==> config.mk <==
export PLATFORM = sky130hd
export DESIGN_NAME = mem_access
export DESIGN_NICKNAME = d
export VERILOG_FILES = /design/src/rtl/mem_access_pkg.sv /design/src/rtl/mem_load_align.sv /design/src/rtl/mem_access.sv
export SDC_FILE = /design/constraint.sdc
export NUM_CORES = 1
export LEC_CHECK = 0
export BUFFER_PORTS_ARGS = -buffer_cell sky130_fd_sc_hd__clkbuf_2
export CORE_ASPECT_RATIO = 1.2
export CORE_MARGIN = 2
export CORE_UTILIZATION = 47
export CTS_BUF_LIST = sky130_fd_sc_hd__clkbuf_4 sky130_fd_sc_hd__clkbuf_8 sky130_fd_sc_hd__clkbuf_16
export DETAILED_ROUTE_END_ITERATION = 8
export PLACE_DENSITY_LB_ADDON = 0.3
export SYNTH_ARGS = -nofsm -noshare
export SYNTH_HDL_FRONTEND = slang
export SYNTH_SLANG_ARGS = --single-unit
==> constraint.sdc <==
create_clock -name clk -period 4.3 [get_ports clk]
set_input_delay 0.215 -clock clk [delete_from_list [all_inputs] [get_ports clk]]
set_output_delay 0.215 -clock clk [all_outputs]
set_load 0.02 [all_outputs]
==> src/rtl/mem_access_pkg.sv <==
// mem_access_pkg: shared widths, result-select codes, FSM encodings and lane-mask helper for mem_access.
package mem_access_pkg;
    localparam int WORD_W     = 32;
    localparam int MEM_ADDR_W = 30;
    localparam int MEM_SEL_W  = 4;
    localparam int REG_ADDR_W = 5;
    localparam logic MEM_SEL_REGVAL = 1'b0;
    localparam logic MEM_SEL_MEMVAL = 1'b1;
    localparam logic [REG_ADDR_W-1:0] REG_ZERO = '0;
    typedef enum logic {MEM_ACC_IDLE = 1'b0, MEM_ACC_BUSY = 1'b1} state_t;
    function automatic logic [WORD_W-1:0] lane_mask(input logic [MEM_SEL_W-1:0] sel);
        return {{8{sel[3]}}, {8{sel[2]}}, {8{sel[1]}}, {8{sel[0]}}};
    endfunction
endpackage

==> src/rtl/mem_load_align.sv <==
// mem_load_align: shifts the selected load lanes down to bit 0 and zero-extends.
module mem_load_align
    import mem_access_pkg::*;
(
    input  logic [WORD_W-1:0]    rdata,
    input  logic [MEM_SEL_W-1:0] sel,
    output logic [WORD_W-1:0]    aligned
);
    always_comb begin
        aligned = sel == 4'b0001 ? {24'b0, rdata[7:0]}   :
                  sel == 4'b0010 ? {24'b0, rdata[15:8]}  :
                  sel == 4'b0100 ? {24'b0, rdata[23:16]} :
                  sel == 4'b1000 ? {24'b0, rdata[31:24]} :
                  sel == 4'b0011 ? {16'b0, rdata[15:0]}  :
                  sel == 4'b1100 ? {16'b0, rdata[31:16]} :
                                   rdata & lane_mask(sel);
    end
endmodule

==> src/rtl/mem_access.sv <==
// mem_access: memory-stage req/ack bus master with stall and registered write-back.
// Optional bus-wait timeout enabled by MEM_ACCESS_TIMEOUT_EN.
module mem_access
    import mem_access_pkg::*;
#(
    parameter int TIMEOUT_CYCLES = 255
) (
    input  logic                  clk,
    input  logic                  rst,
    input  logic                  mem_memWriteEnable,
    input  logic                  mem_memReadEnable,
    input  logic [MEM_ADDR_W-1:0] mem_memAddr,
    input  logic [MEM_SEL_W-1:0]  mem_memSel,
    input  logic [WORD_W-1:0]     mem_result,
    input  logic [REG_ADDR_W-1:0] mem_regDest,
    input  logic                  mem_resultSel,
    output logic                  bus_req,
    output logic                  bus_we,
    output logic [MEM_ADDR_W-1:0] bus_addr,
    output logic [MEM_SEL_W-1:0]  bus_sel,
    output logic [WORD_W-1:0]     bus_wdata,
    input  logic [WORD_W-1:0]     bus_rdata,
    input  logic                  bus_ack,
    output logic                  stall_req,
    output logic                  wb_writeEnable,
    output logic [REG_ADDR_W-1:0] wb_regDest,
    output logic [WORD_W-1:0]     wb_data,
    output logic                  bus_err
);
    state_t                state_q, state_d;
    logic                  we_q, we_d;
    logic [MEM_ADDR_W-1:0] addr_q, addr_d;
    logic [MEM_SEL_W-1:0]  sel_q, sel_d;
    logic [WORD_W-1:0]     wdata_q, wdata_d;
    logic [REG_ADDR_W-1:0] dest_q, dest_d;
    logic                  wb_we_q, wb_we_d;
    logic [REG_ADDR_W-1:0] wb_dest_q, wb_dest_d;
    logic [WORD_W-1:0]     wb_data_q, wb_data_d;
    logic [WORD_W-1:0]     aligned;
    logic                  expire;
    mem_load_align u_align (.rdata(bus_rdata), .sel(sel_q), .aligned(aligned));
`ifdef MEM_ACCESS_TIMEOUT_EN
    logic [15:0] cnt_q, cnt_d;
    logic        err_q, err_d;
    assign expire = state_q == MEM_ACC_BUSY && !bus_ack && cnt_q == 16'(TIMEOUT_CYCLES - 1);
    assign cnt_d  = state_q == MEM_ACC_BUSY ? cnt_q + 16'd1 : 16'd0;
    assign err_d  = expire;
    assign bus_err = err_q;
    always_ff @(posedge clk or posedge rst) begin
        if (rst) begin
            cnt_q <= '0;
            err_q <= 1'b0;
        end else begin
            cnt_q <= cnt_d;
            err_q <= err_d;
        end
    end
`else
    assign expire  = 1'b0;
    assign bus_err = 1'b0;
`endif
    assign bus_req        = state_q == MEM_ACC_BUSY;
    assign bus_we         = we_q;
    assign bus_addr       = addr_q;
    assign bus_sel        = sel_q;
    assign bus_wdata      = wdata_q;
    assign wb_writeEnable = wb_we_q;
    assign wb_regDest     = wb_dest_q;
    assign wb_data        = wb_data_q;
    always_comb begin
        state_d   = state_q;
        we_d      = we_q;
        addr_d    = addr_q;
        sel_d     = sel_q;
        wdata_d   = wdata_q;
        dest_d    = dest_q;
        wb_we_d   = 1'b0;
        wb_dest_d = wb_dest_q;
        wb_data_d = wb_data_q;
        stall_req = 1'b0;
        if (state_q == MEM_ACC_IDLE) begin
            if (mem_memWriteEnable || mem_memReadEnable) begin
                state_d   = MEM_ACC_BUSY;
                we_d      = mem_memWriteEnable;
                addr_d    = mem_memAddr;
                sel_d     = mem_memSel;
                wdata_d   = mem_result;
                dest_d    = mem_regDest;
                stall_req = 1'b1;
            end else begin
                wb_we_d   = mem_regDest != REG_ZERO;
                wb_dest_d = mem_regDest;
                wb_data_d = mem_resultSel == MEM_SEL_MEMVAL ? mem_result : mem_result;
            end
        end else if (bus_ack) begin
            state_d = MEM_ACC_IDLE;
            if (!we_q) begin
                wb_we_d   = dest_q != REG_ZERO;
                wb_dest_d = dest_q;
                wb_data_d = aligned;
            end
        end else if (expire) begin
            state_d = MEM_ACC_IDLE;
        end else begin
            stall_req = 1'b1;
        end
    end
    always_ff @(posedge clk or posedge rst) begin
        if (rst) begin
            state_q   <= MEM_ACC_IDLE;
            we_q      <= 1'b0;
            addr_q    <= '0;
            sel_q     <= '0;
            wdata_q   <= '0;
            dest_q    <= '0;
            wb_we_q   <= 1'b0;
            wb_dest_q <= '0;
            wb_data_q <= '0;
        end else begin
            state_q   <= state_d;
            we_q      <= we_d;
            addr_q    <= addr_d;
            sel_q     <= sel_d;
            wdata_q   <= wdata_d;
            dest_q    <= dest_d;
            wb_we_q   <= wb_we_d;
            wb_dest_q <= wb_dest_d;
            wb_data_q <= wb_data_d;
        end
    end
endmodule
==> results of run 1 <==
-- critical path, delay by kind of cell, from the launching register on --
| family | cells | cell delay (ns) |
|---|---|---|
| flip-flops | 1 | 0.95 |
| buffers and inverters | 1 | 0.13 |
| AO/OA/AOI/OAI | 3 | 1.07 |
-- cell usage after synthesis, drive strengths merged --
| library cell | number | share of area (%) |
|---|---|---|
| o211ai | 8 | 1.2 |
| o22a | 8 | 1.4 |
| o2bb2ai | 8 | 1.4 |
| nand3 | 1 | 0.099 |
| or2 | 2 | 0.25 |
| inv | 4 | 0.35 |
| o21ai | 17 | 1.8 |
| a221oi | 16 | 2.8 |
| a22o | 8 | 1.4 |
| buf | 24 | 2.5 |
| or3 | 1 | 0.12 |
| nor2 | 52 | 4.1 |
| clkbuf | 9 | 0.67 |
| mux2i | 21 | 4.2 |
| mux2 | 72 | 16 |
| nor2b | 1 | 0.12 |
| or3b | 1 | 0.17 |
| nand2 | 22 | 1.6 |
| a21oi | 10 | 0.99 |
| nor3 | 1 | 0.20 |
| conb | 1 | 0.074 |
| a2bb2oi | 8 | 1.4 |
| and3b | 1 | 0.17 |
| and3 | 2 | 0.25 |
| or4 | 2 | 0.30 |
| o21a | 1 | 0.15 |
| xor2 | 1 | 0.17 |
| dfrtp | 111 | 55 |
| o41ai | 1 | 0.17 |
| a31oi | 9 | 1.2 |
-- metal layers --
metal,GRT usage (%),share of wire (%)
met1,28.2,38
met2,40.1,50
met3,5.52,8.1
met4,11.3,3.3
met5,0,0
-- worst max path at each step --
stage	from	slack, ns	cells past startpoint	end
2_1_floorplan	rst	1.15	1	bus_addr[0]
3_3_place_gp	mem_memReadEnable	2.06	4	bus_addr[25]
3_5_place_dp	mem_memReadEnable	2.00	4	bus_addr[4]
4_1_cts	bus_sel[2]	2.05	4	wb_data[3]
5_1_grt	bus_sel[2]	1.78	4	wb_data[3]
6_report	bus_sel[2]	2.04	4	wb_data[3]
-- flip-flops by register name, summed over array words and instances (netlist names) --
| name | count |
|---|---|
| bus_we | 1 |
| bus_addr | 30 |
| bus_wdata | 32 |
| wb_writeEnable | 1 |
| bus_sel | 4 |
| dest_q | 5 |
| bus_req | 1 |
| wb_data | 32 |
| wb_regDest | 5 |
-- cell families (layout without fill, tap and decap cells) --
kind of cell              after synthesis  after routing  synth area share (%)
DFF                                   111            111                  54.9
and+or+nand+nor                        86             86                  7.37
AOI/OAI and AO/OA                      94             94                  13.8
xor gates and xnor gates                1              1                 0.173
muxes                                  93             93                  20.2
buffers and inverters                  37            239                  3.54
other                                   1              1                0.0741
-- through the flow --
stage | hold WS [ns] | util [%] | setup WS, ns | total power [mW] | cell area [um^2]
final | 0.0117 | 62.1 | 2.04 | 3.79 | 6530
after global routing | 0.0708 | 62.1 | 1.78 | 3.98 | 6530
after CTS | 0.0567 | 62.1 | 2.05 | 3.82 | 6530
after detailed placement | 0.431 | 58.8 | 2.00 | 2.86 | 6180
after global placement | 0.417 | 58.8 | 2.06 | 2.81 | 6180
after floorplan | 0.345 | - | 1.15 | 2.37 | 5060
-- report_power, final --
part | total (mW) | switching [mW] | internal (mW) | leakage, nW
Clock | 0.968 | 0.384 | 0.584 | 0.167
Combinational | 1.29 | 0.806 | 0.485 | 1.72
Sequential | 1.53 | 0.201 | 1.33 | 1.30
Total | 3.79 | 1.39 | 2.40 | 3.19
-- area by class of cell --
type	count	share of cell area, %
Clock buffer	11	3.68
Clock inverter	5	1.63
Inverter	4	0.307
Multi-Input combinational cell	275	32.4
Sequential cell	111	42.6
Tap cell	129	2.47
Timing Repair Buffer	219	17.0
==> metrics.txt, run 1 <==
outcome finished clean; setup TNS 0 ns; FP Rows just over 40; # IOs roughly 220; Avg WL per Cell ~18 um; syn nets approximately 530; fin crit share approximately 52%; GPL Wtd Cong between 0.9 and 1; most common cell after layout, fill and taps aside clkbuf_2; Post-CTS Setup Inserts 0; post-CTS sizing 0; Port Buffers around 210; Hold WC Path Type primary input to async pin; crit start category flop; Cell Count Post-Placement 738; Routed WL roughly 14,000 um; residual DRC count 0; Critical Path AT between 2 and 3 ns; Yosys reg bits approximately 110; Worst-Skew Late Latency ~0.35 ns; Core Footprint between 0.01 and 0.015 mm^2; Post-DRT Antenna Nets 0; Final Slew Violations 0; worst reg2reg endpoint wb_data[3]; Num Clock Sinks approximately 110; Setup Crit Path Kind flop to flop; hpwl dp slightly above 10,000 um; P_leak roughly 3.2 nW; final hold vios 0; Cell Pwr Density approximately 580 mW/mm^2; clock-pin slew on the worst setup and hold paths about 0.07 ns; nets 729; Syn-to-layout area delta 28.9%; Setup Skew around 0.0076 ns; footprint of the multi-input gates around 0.0021 mm^2; vias in the first global route about 4,300; post-synthesis cell area roughly 0.0051 mm^2; Clock Path Buffers 2; initial antenna violation count 0; CP Cell Sequence inv_2, a31oi_2, o211ai_1, a31oi_1; relative slew slack approximately two fifths; DIE WIDTH 98.7 um; Initial Util between 40% and 50%; largest net degree at the start of global routing 71; # hold bufs at CTS 0; worst slew pin tran between 0.9 and 1 ns; Slowest Stage Delay on Critical Path approximately 0.95 ns; # diodes 0; max-cap check violation count 0; f_max approximately 440 MHz; Max VDD drop about 0.27 mV; Vias/cell 5.58; Unique masters post-synth 40; slowest CP cell dfrtp_1; CP endpoint kind flop; commonest non-fill, non-tap cells in the layout clkbuf_2, dfrtp_1, mux2_1; R2R Path Start bus_sel[2]; Die Y 118 um; CTS tree done; Die Area 0.0116 mm^2; Syn Area/Cell around 12 um^2; R2R cell count 4; GRT Residual Overflow 0; DRT iter0 DRCs ~220; final setup fails 0; layout cell share with drive strength beyond 1 between 30 and 40%; Clock Tree Root clkbuf_16; non-filler cells, final ~750; sequential share of the synthesized area a little over half; RSZ-0062 raised after global routing no; total CTS buffers 9; WP data required between 4 and 5 ns; via count 4,204; sequential cell area 0.00278 mm^2; Max FO, Critical Path 25; H-tree depth 3; R2R setup slack 2.04 ns; fin crit period roughly 2.3 ns; first-pass GRT wire length roughly 22,000 um; Ys Warns 0; number of iterations in the first detailed-routing pass 4; Post-Synthesis Cells ~420; GRT Total Usage 23.7%; Filler Cell Count ~870
No activity file was read; power rests on OpenSTA's default activity.
==> inputs of run 2 (changes only) <==
==> constraint.sdc (replaced) <==
create_clock -name clk -period 2.4 [get_ports clk]
set_input_delay 0.12 -clock clk [delete_from_list [all_inputs] [get_ports clk]]
set_output_delay 0.12 -clock clk [all_outputs]
set_load 0.02 [all_outputs]
==> run 2 against run 1 <==
Compared with the run above: clock skew shrank 0.0017 ns; sequential power grew 78%; setup slack lost 1.5 ns; sequential share of layout area shrank 2.2 points; critical path depth is the same; cell count grew 5.4%; hold slack lost 0.0026 ns; via count grew 3.5%; critical endpoint is now wb_data[13]; largest power group unchanged; fmax grew 22%; highest routed layer unchanged; core utilization grew 3.5 points; flip-flop and latch count is the same; first-iteration DRC count grew 11%.
==> metrics.txt, run 2 (synthesized netlist as in run 1, its figures left out) <==
max-cap check violation count 0 (unchanged); Area after DPL 0.00626 mm^2 (was 0.00618 mm^2); largest net degree at the start of global routing 112 (was 71); number of iterations in the first detailed-routing pass 5 (was 4); Tot Pwr 6.53 mW (was 3.79 mW); relative slew slack 58.6% (was 38.2%); clock-pin slew on the worst setup and hold paths 0.07 ns (about the same); via count 4,351 (was 4,204); residual DRC count 0 (unchanged); worst reg2reg endpoint wb_data[13] (was wb_data[3]); cell area after layout 0.00689 mm^2 (was 0.00653 mm^2); Core Footprint 0.0105 mm^2 (unchanged); sequential fraction of design power 41.8% (was 40.4%); Vias/cell 5.47 (was 5.58); Worst-Skew Late Latency 0.34 ns (was 0.35 ns); hpwl dp 10,200 um (was 10,300 um); RSZ-0062 raised after global routing no (unchanged); final hold vios 0 (unchanged); Int Pwr 4.04 mW (was 2.40 mW); Critical Path AT 2.12 ns (was 2.52 ns); Syn-to-layout area delta 36.1% (was 28.9%); total CTS buffers 9 (unchanged); R2R cell count 4 (unchanged); Cell Pwr Density 948 mW/mm^2 (was 581 mW/mm^2); fin crit period 1.86 ns (was 2.26 ns); hold path depth 2; worst slew pin tran 0.619 ns (was 0.928 ns); R2R setup slack 0.54 ns (was 2.04 ns); hold wc startpoint mem_result[11]; layout cell share with drive strength beyond 1 37.1% (was 38.9%); final setup fails 0 (unchanged); slowest CP cell or3b_1 (was dfrtp_1); CP endpoint kind flop (unchanged); Max FO, Critical Path 18 (was 25); vias in the first global route 4,533 (was 4,282); setup TNS 0 ns (unchanged); GRT Residual Overflow 0 (unchanged); initial antenna violation count 0 (unchanged); # diodes 0 (unchanged); Clock Tree Root clkbuf_16 (unchanged); fin crit share 77.4% (was 52.5%); commonest non-fill, non-tap cells in the layout clkbuf_2, dfrtp_1, mux2_1 (unchanged); combinational share of power 37.3% (was 34.1%); Hold Path End bus_wdata[11]; nets 771 (was 729); WP data required 2.67 ns (was 4.57 ns); Routed WL 14,500 um (was 13,800 um); CP Cell Sequence or3b_1, nor2_4, a22o_1, o2bb2ai_1 (was inv_2, a31oi_2, o211ai_1, a31oi_1); DIE WIDTH 98.7 um (unchanged); Post-CTS Setup Inserts 0 (unchanged); R2R Path Start bus_sel[0] (was bus_sel[2]); H-tree depth 3 (unchanged); Max VDD drop 0.451 mV (was 0.270 mV); Initial Util 48.1% (unchanged); # IOs 217 (unchanged); Die Y 118 um (unchanged); f_max 538 MHz (was 443 MHz); part of the power in the clock network 21.0% (was 25.5%); CTS tree done (unchanged); outcome finished clean (unchanged); Final Slew Violations 0 (unchanged); most common cell after layout, fill and taps aside clkbuf_2 (unchanged); Avg WL per Cell 18.3 um (about the same); switching pwr 2.49 mW (was 1.39 mW); Clock Path Buffers 2 (unchanged); Setup Skew 0.00597 ns (was 0.00763 ns); Bufs and invs on worst path 0 (was 1); Num Clock Sinks 111 (unchanged); Switching Share 38.1% (was 36.7%); Post-DRT Antenna Nets 0 (unchanged); Hold WC Path Type primary input to flop (was primary input to async pin); Setup Crit Path Kind flop to flop (unchanged); Die Area 0.0116 mm^2 (unchanged); GPL Wtd Cong 0.872 (was 0.928); Port Buffers 214 (unchanged); P_leak 3.34 nW (was 3.19 nW); GRT Total Usage 25.5% (was 23.7%); FP Rows 41 (unchanged); first-pass GRT wire length 23,500 um (was 21,500 um); Slowest Stage Delay on Critical Path 0.61 ns (was 0.95 ns); DRT iter0 DRCs 240 (was 216); top cell family by delay on the critical path simple AND/OR/NAND/NOR gates (was compound AO/OA/AOI/OAI gates); crit start category flop (unchanged)
run 2: per-stage QoR:
stage | setup WS [ns] | utilization [%] | hold slack, ns | std cells
2_1_floorplan | 0.796 | - | 0.250 | 423
3_3_place_gp | 0.593 | 59.5 | 0.325 | 743
3_5_place_dp | 0.562 | 59.5 | 0.337 | 743
4_1_cts | 0.544 | 65.5 | 0.000678 | 795
5_1_grt | 0.402 | 65.5 | 0.00425 | 795
6_report | 0.543 | 65.5 | 0.00915 | 795
run 2: worst reg2reg max path: stages, from the launching register on:
cell	delay [ns]
dfrtp_1	0.59
or3b_1	0.61
nor2_4	0.27
a22o_1	0.20
o2bb2ai_1	0.11
run 2: layout make-up:
type / count / area [um^2]
tap: 129 / 161
clock inverter: 4 / 23.8
sequential: 111 / 2780
fill: 833 / 3630
inverter: 4 / 21.3
clock buffer: 11 / 240
timing repair buffer: 261 / 1550
multi-input combinational: 275 / 2110
run 2: power by group through the flow:
stage | clock network (mW) | logic, mW | registers, mW
4_1_cts | 1.40 | 2.45 | 2.72
6_report | 1.37 | 2.43 | 2.73
2_1_floorplan | 0 | 0.932 | 3.31
3_5_place_dp | 0 | 2.39 | 2.76
5_1_grt | 1.48 | 2.63 | 2.80
3_3_place_gp | 0 | 2.35 | 2.72
run 2: how the worst max path moves through the flow:
| stage | cells past startpoint | slack (ns) | start | endpoint |
|---|---|---|---|---|
| final | 4 | 0.54 | bus_sel[0] | wb_data[13] |
| after global placement | 4 | 0.59 | bus_sel[0] | wb_data[13] |
| after global routing | 4 | 0.40 | bus_sel[0] | wb_data[6] |
| after CTS | 4 | 0.54 | bus_sel[0] | wb_data[13] |
| after floorplan | 6 | 0.80 | bus_req | wb_data[3] |
| after detailed placement | 4 | 0.56 | bus_sel[0] | wb_data[13] |
run 2: what timing repair did:
action,4_1_cts,5_1_grt
hold buffers,37,0
endpoints found under the hold margin,147,0
resized for setup,0,0
run 2: routing by layer:
layer  global-route usage (%)  part of all wire [%]  routed length (um)  vias to the layer above
met5                        0                     0                   0                        -
met4                     8.30                   1.7                 250                        0
met3                     5.70                   6.6                 967                       17
met2                     45.0                    52                7550                      187
met1                     30.7                    40                5770                     2120
li1                         -                     -                   -                     2027
==> inputs of run 3 (changes only) <==
--- a/config.mk
+++ b/config.mk
@@ -8,7 +8,7 @@
 export BUFFER_PORTS_ARGS = -buffer_cell sky130_fd_sc_hd__clkbuf_2
 export CORE_ASPECT_RATIO = 1.2
 export CORE_MARGIN = 2
-export CORE_UTILIZATION = 47
+export CORE_UTILIZATION = 43
 export CTS_BUF_LIST = sky130_fd_sc_hd__clkbuf_4 sky130_fd_sc_hd__clkbuf_8 sky130_fd_sc_hd__clkbuf_16
 export DETAILED_ROUTE_END_ITERATION = 8
 export PLACE_DENSITY_LB_ADDON = 0.3
==> constraint.sdc (replaced) <==
create_clock -name clk -period 1.7 [get_ports clk]
set_input_delay 0.085 -clock clk [delete_from_list [all_inputs] [get_ports clk]]
set_output_delay 0.085 -clock clk [all_outputs]
set_load 0.02 [all_outputs]
==> run 3 against run 2 <==
Compared with the run above: sequential power increased by 39%; cell count increased by 9.3%; clock skew increased by 0.00073 ns; count of clock-buffer cells in the layout unchanged; flip-flop and latch count unchanged; wire length increased by 4.0%; global-route usage decreased by 0.96 points; total power increased by 45%; register-to-register slack got worse by 0.42 ns; core utilization decreased by 1.1 points; setup slack got worse by 0.42 ns; combinational power increased by 51%; largest cell class unchanged.
==> metrics.txt, run 3 (synthesized netlist as in run 1, its figures left out) <==
outcome finished clean (unchanged); residual DRC count 0 (unchanged); GRT Total Usage 24.6% (was 25.5%); layout cell share with drive strength beyond 1 36.8% (was 37.1%); FP Rows 43 (was 41); Setup WS post-layout 0.121 ns (was 0.543 ns); # IOs 217 (unchanged); R2R cell count 4 (unchanged); Max VDD drop 0.830 mV (was 0.451 mV); Hold WC Path Type primary input to flop (unchanged); final setup fails 0 (unchanged); Vias/cell 5.27 (was 5.47); M3 GR Usage 4.84% (was 5.70%); crit start category flop (unchanged); initial antenna violation count 0 (unchanged); H-tree depth 3 (unchanged); worst reg2reg endpoint wb_data[2] (was wb_data[13]); Max FO, Critical Path 8 (was 18); Setup Crit Path Kind flop to flop (unchanged); DRT iter0 DRCs 252 (was 240); Die Area 0.0127 mm^2 (was 0.0116 mm^2); R2R setup slack 0.12 ns (was 0.54 ns); cell area after layout 0.00742 mm^2 (was 0.00689 mm^2); nets 816 (was 771); R2R Path Start bus_sel[0] (unchanged); Setup Skew 0.00670 ns (was 0.00597 ns); Place WS 0.0316 ns (was 0.562 ns); CTS tree done (unchanged); max-cap check violation count 0 (unchanged); Post-DRT Antenna Nets 0 (unchanged); Die Y 123 um (was 118 um); final hold vios 0 (unchanged); worst slew pin tran 0.575 ns (was 0.619 ns); Port Buffers 214 (unchanged); setup TNS 0 ns (unchanged); number of iterations in the first detailed-routing pass 4 (was 5); CP Cell Sequence buf_4, or3_1, o22a_1, a31oi_1 (was or3b_1, nor2_4, a22o_1, o2bb2ai_1); CP endpoint kind flop (unchanged); f_max 634 MHz (was 538 MHz); Bufs and invs on worst path 1 (was 0); vias in the first global route 4,690 (was 4,533); slowest CP cell or3_1 (was or3b_1); total CTS buffers 9 (unchanged); hold path depth 2 (unchanged); Routed WL 15,100 um (was 14,500 um); fin crit period 1.58 ns (was 1.86 ns); GRT met2 Usage 43.5% (was 45.0%); GPL Wtd Cong 0.823 (was 0.872); WP data required 1.97 ns (was 2.67 ns); fin crit share 92.9% (was 77.4%); Syn-to-layout area delta 46.7% (was 36.1%); Filler Cell Count 937 (was 833); hold wc startpoint mem_result[27] (was mem_result[11]); Clock Path Buffers 2 (unchanged); Slowest Stage Delay on Critical Path 0.46 ns (was 0.61 ns); Area after DPL 0.00640 mm^2 (was 0.00626 mm^2); Core Footprint 0.0115 mm^2 (was 0.0105 mm^2); Final Slew Violations 0 (unchanged); relative slew slack 61.7% (was 58.6%); Num Clock Sinks 111 (unchanged); Worst-Skew Late Latency 0.35 ns (was 0.34 ns); P_leak 3.55 nW (was 3.34 nW); Initial Util 44.0% (was 48.1%); post-layout util 64.5% (was 65.5%); Hold Path End bus_wdata[27] (was bus_wdata[11]); Cell Pwr Density 1280 mW/mm^2 (was 948 mW/mm^2); first-pass GRT wire length 23,600 um (was 23,500 um); WHS 0.00936 ns (was 0.00915 ns); GRT Residual Overflow 0 (unchanged); largest net degree at the start of global routing 112 (unchanged); most common cell after layout, fill and taps aside clkbuf_2 (unchanged); Clock Tree Root clkbuf_16 (unchanged); GR Util met1 29.1% (was 30.7%); GR peak layer met2 (unchanged); commonest non-fill, non-tap cells in the layout clkbuf_2, dfrtp_1, mux2_1, dlygate4sd3_1, nor2_1 (was clkbuf_2, dfrtp_1, mux2_1); top cell family by delay on the critical path simple AND/OR/NAND/NOR gates (unchanged); clock-pin slew on the worst setup and hold paths 0.07 ns (about the same); via count 4,579 (was 4,351); hpwl dp 10,600 um (was 10,200 um); Critical Path AT 1.85 ns (was 2.12 ns); Avg WL per Cell 17.4 um (was 18.3 um); DIE WIDTH 103 um (was 98.7 um); # diodes 0 (unchanged)
-- run 3: cell count changes in the layout (fill, tap and decap cells not counted), moves of 2 or more --
cell | before | now
clkinvlp_4 | 1 | 3
clkinv_2 | 3 | 0
buf_12 | 3 | 6
dlygate4sd3_1 | 37 | 72
buf_4 | 7 | 14
-- run 3: repair_timing --
action,in CTS,in global routing
endpoints found under the hold margin,184,0
resized for setup,0,4
endpoints found under the setup margin,0,18
hold buffers,72,0
setup buffers,0,0
-- run 3: area by class of cell --
type	instances	area [um^2]	area share, %
inverter	4	21.3	0.287
sequential	111	2780	37.4
multi-input combinational	275	2120	28.6
clock inverter	5	41.3	0.556
clock buffer	11	246	3.32
timing repair buffer	306	2020	27.2
tap	157	196	2.65
-- run 3: layer usage --
metal | up-vias | part of all wire [%]
li1 | 2111 | -
met1 | 2245 | 39
met2 | 196 | 53
met3 | 27 | 5.9
met4 | 0 | 2.4
met5 | - | 0
-- run 3: worst max-delay path by stage --
stage / from / endpoint / slack (ns) / cells past startpoint
floorplan: bus_req / wb_data[3] / 0.1 / 6
global placement: bus_sel[2] / wb_data[5] / 0.06 / 5
detailed placement: bus_sel[2] / wb_data[2] / 0.03 / 5
CTS: bus_sel[2] / wb_data[2] / 0.01 / 5
global route: bus_sel[1] / wb_data[6] / -0.02 / 4
finish: bus_sel[0] / wb_data[2] / 0.12 / 4
-- run 3: where the power goes --
group / internal [mW] / switching (mW)
Clock: 1.06 / 0.968
Sequential: 3.37 / 0.432
Combinational: 1.46 / 2.21
Total: 5.89 / 3.61
-- run 3: through the flow --
step / power (mW) / instances
after floorplan: 5.98 / 423
after global placement: 7.26 / 781
after detailed placement: 7.37 / 781
after CTS: 9.55 / 869
after global routing: 10.0 / 869
final: 9.50 / 869
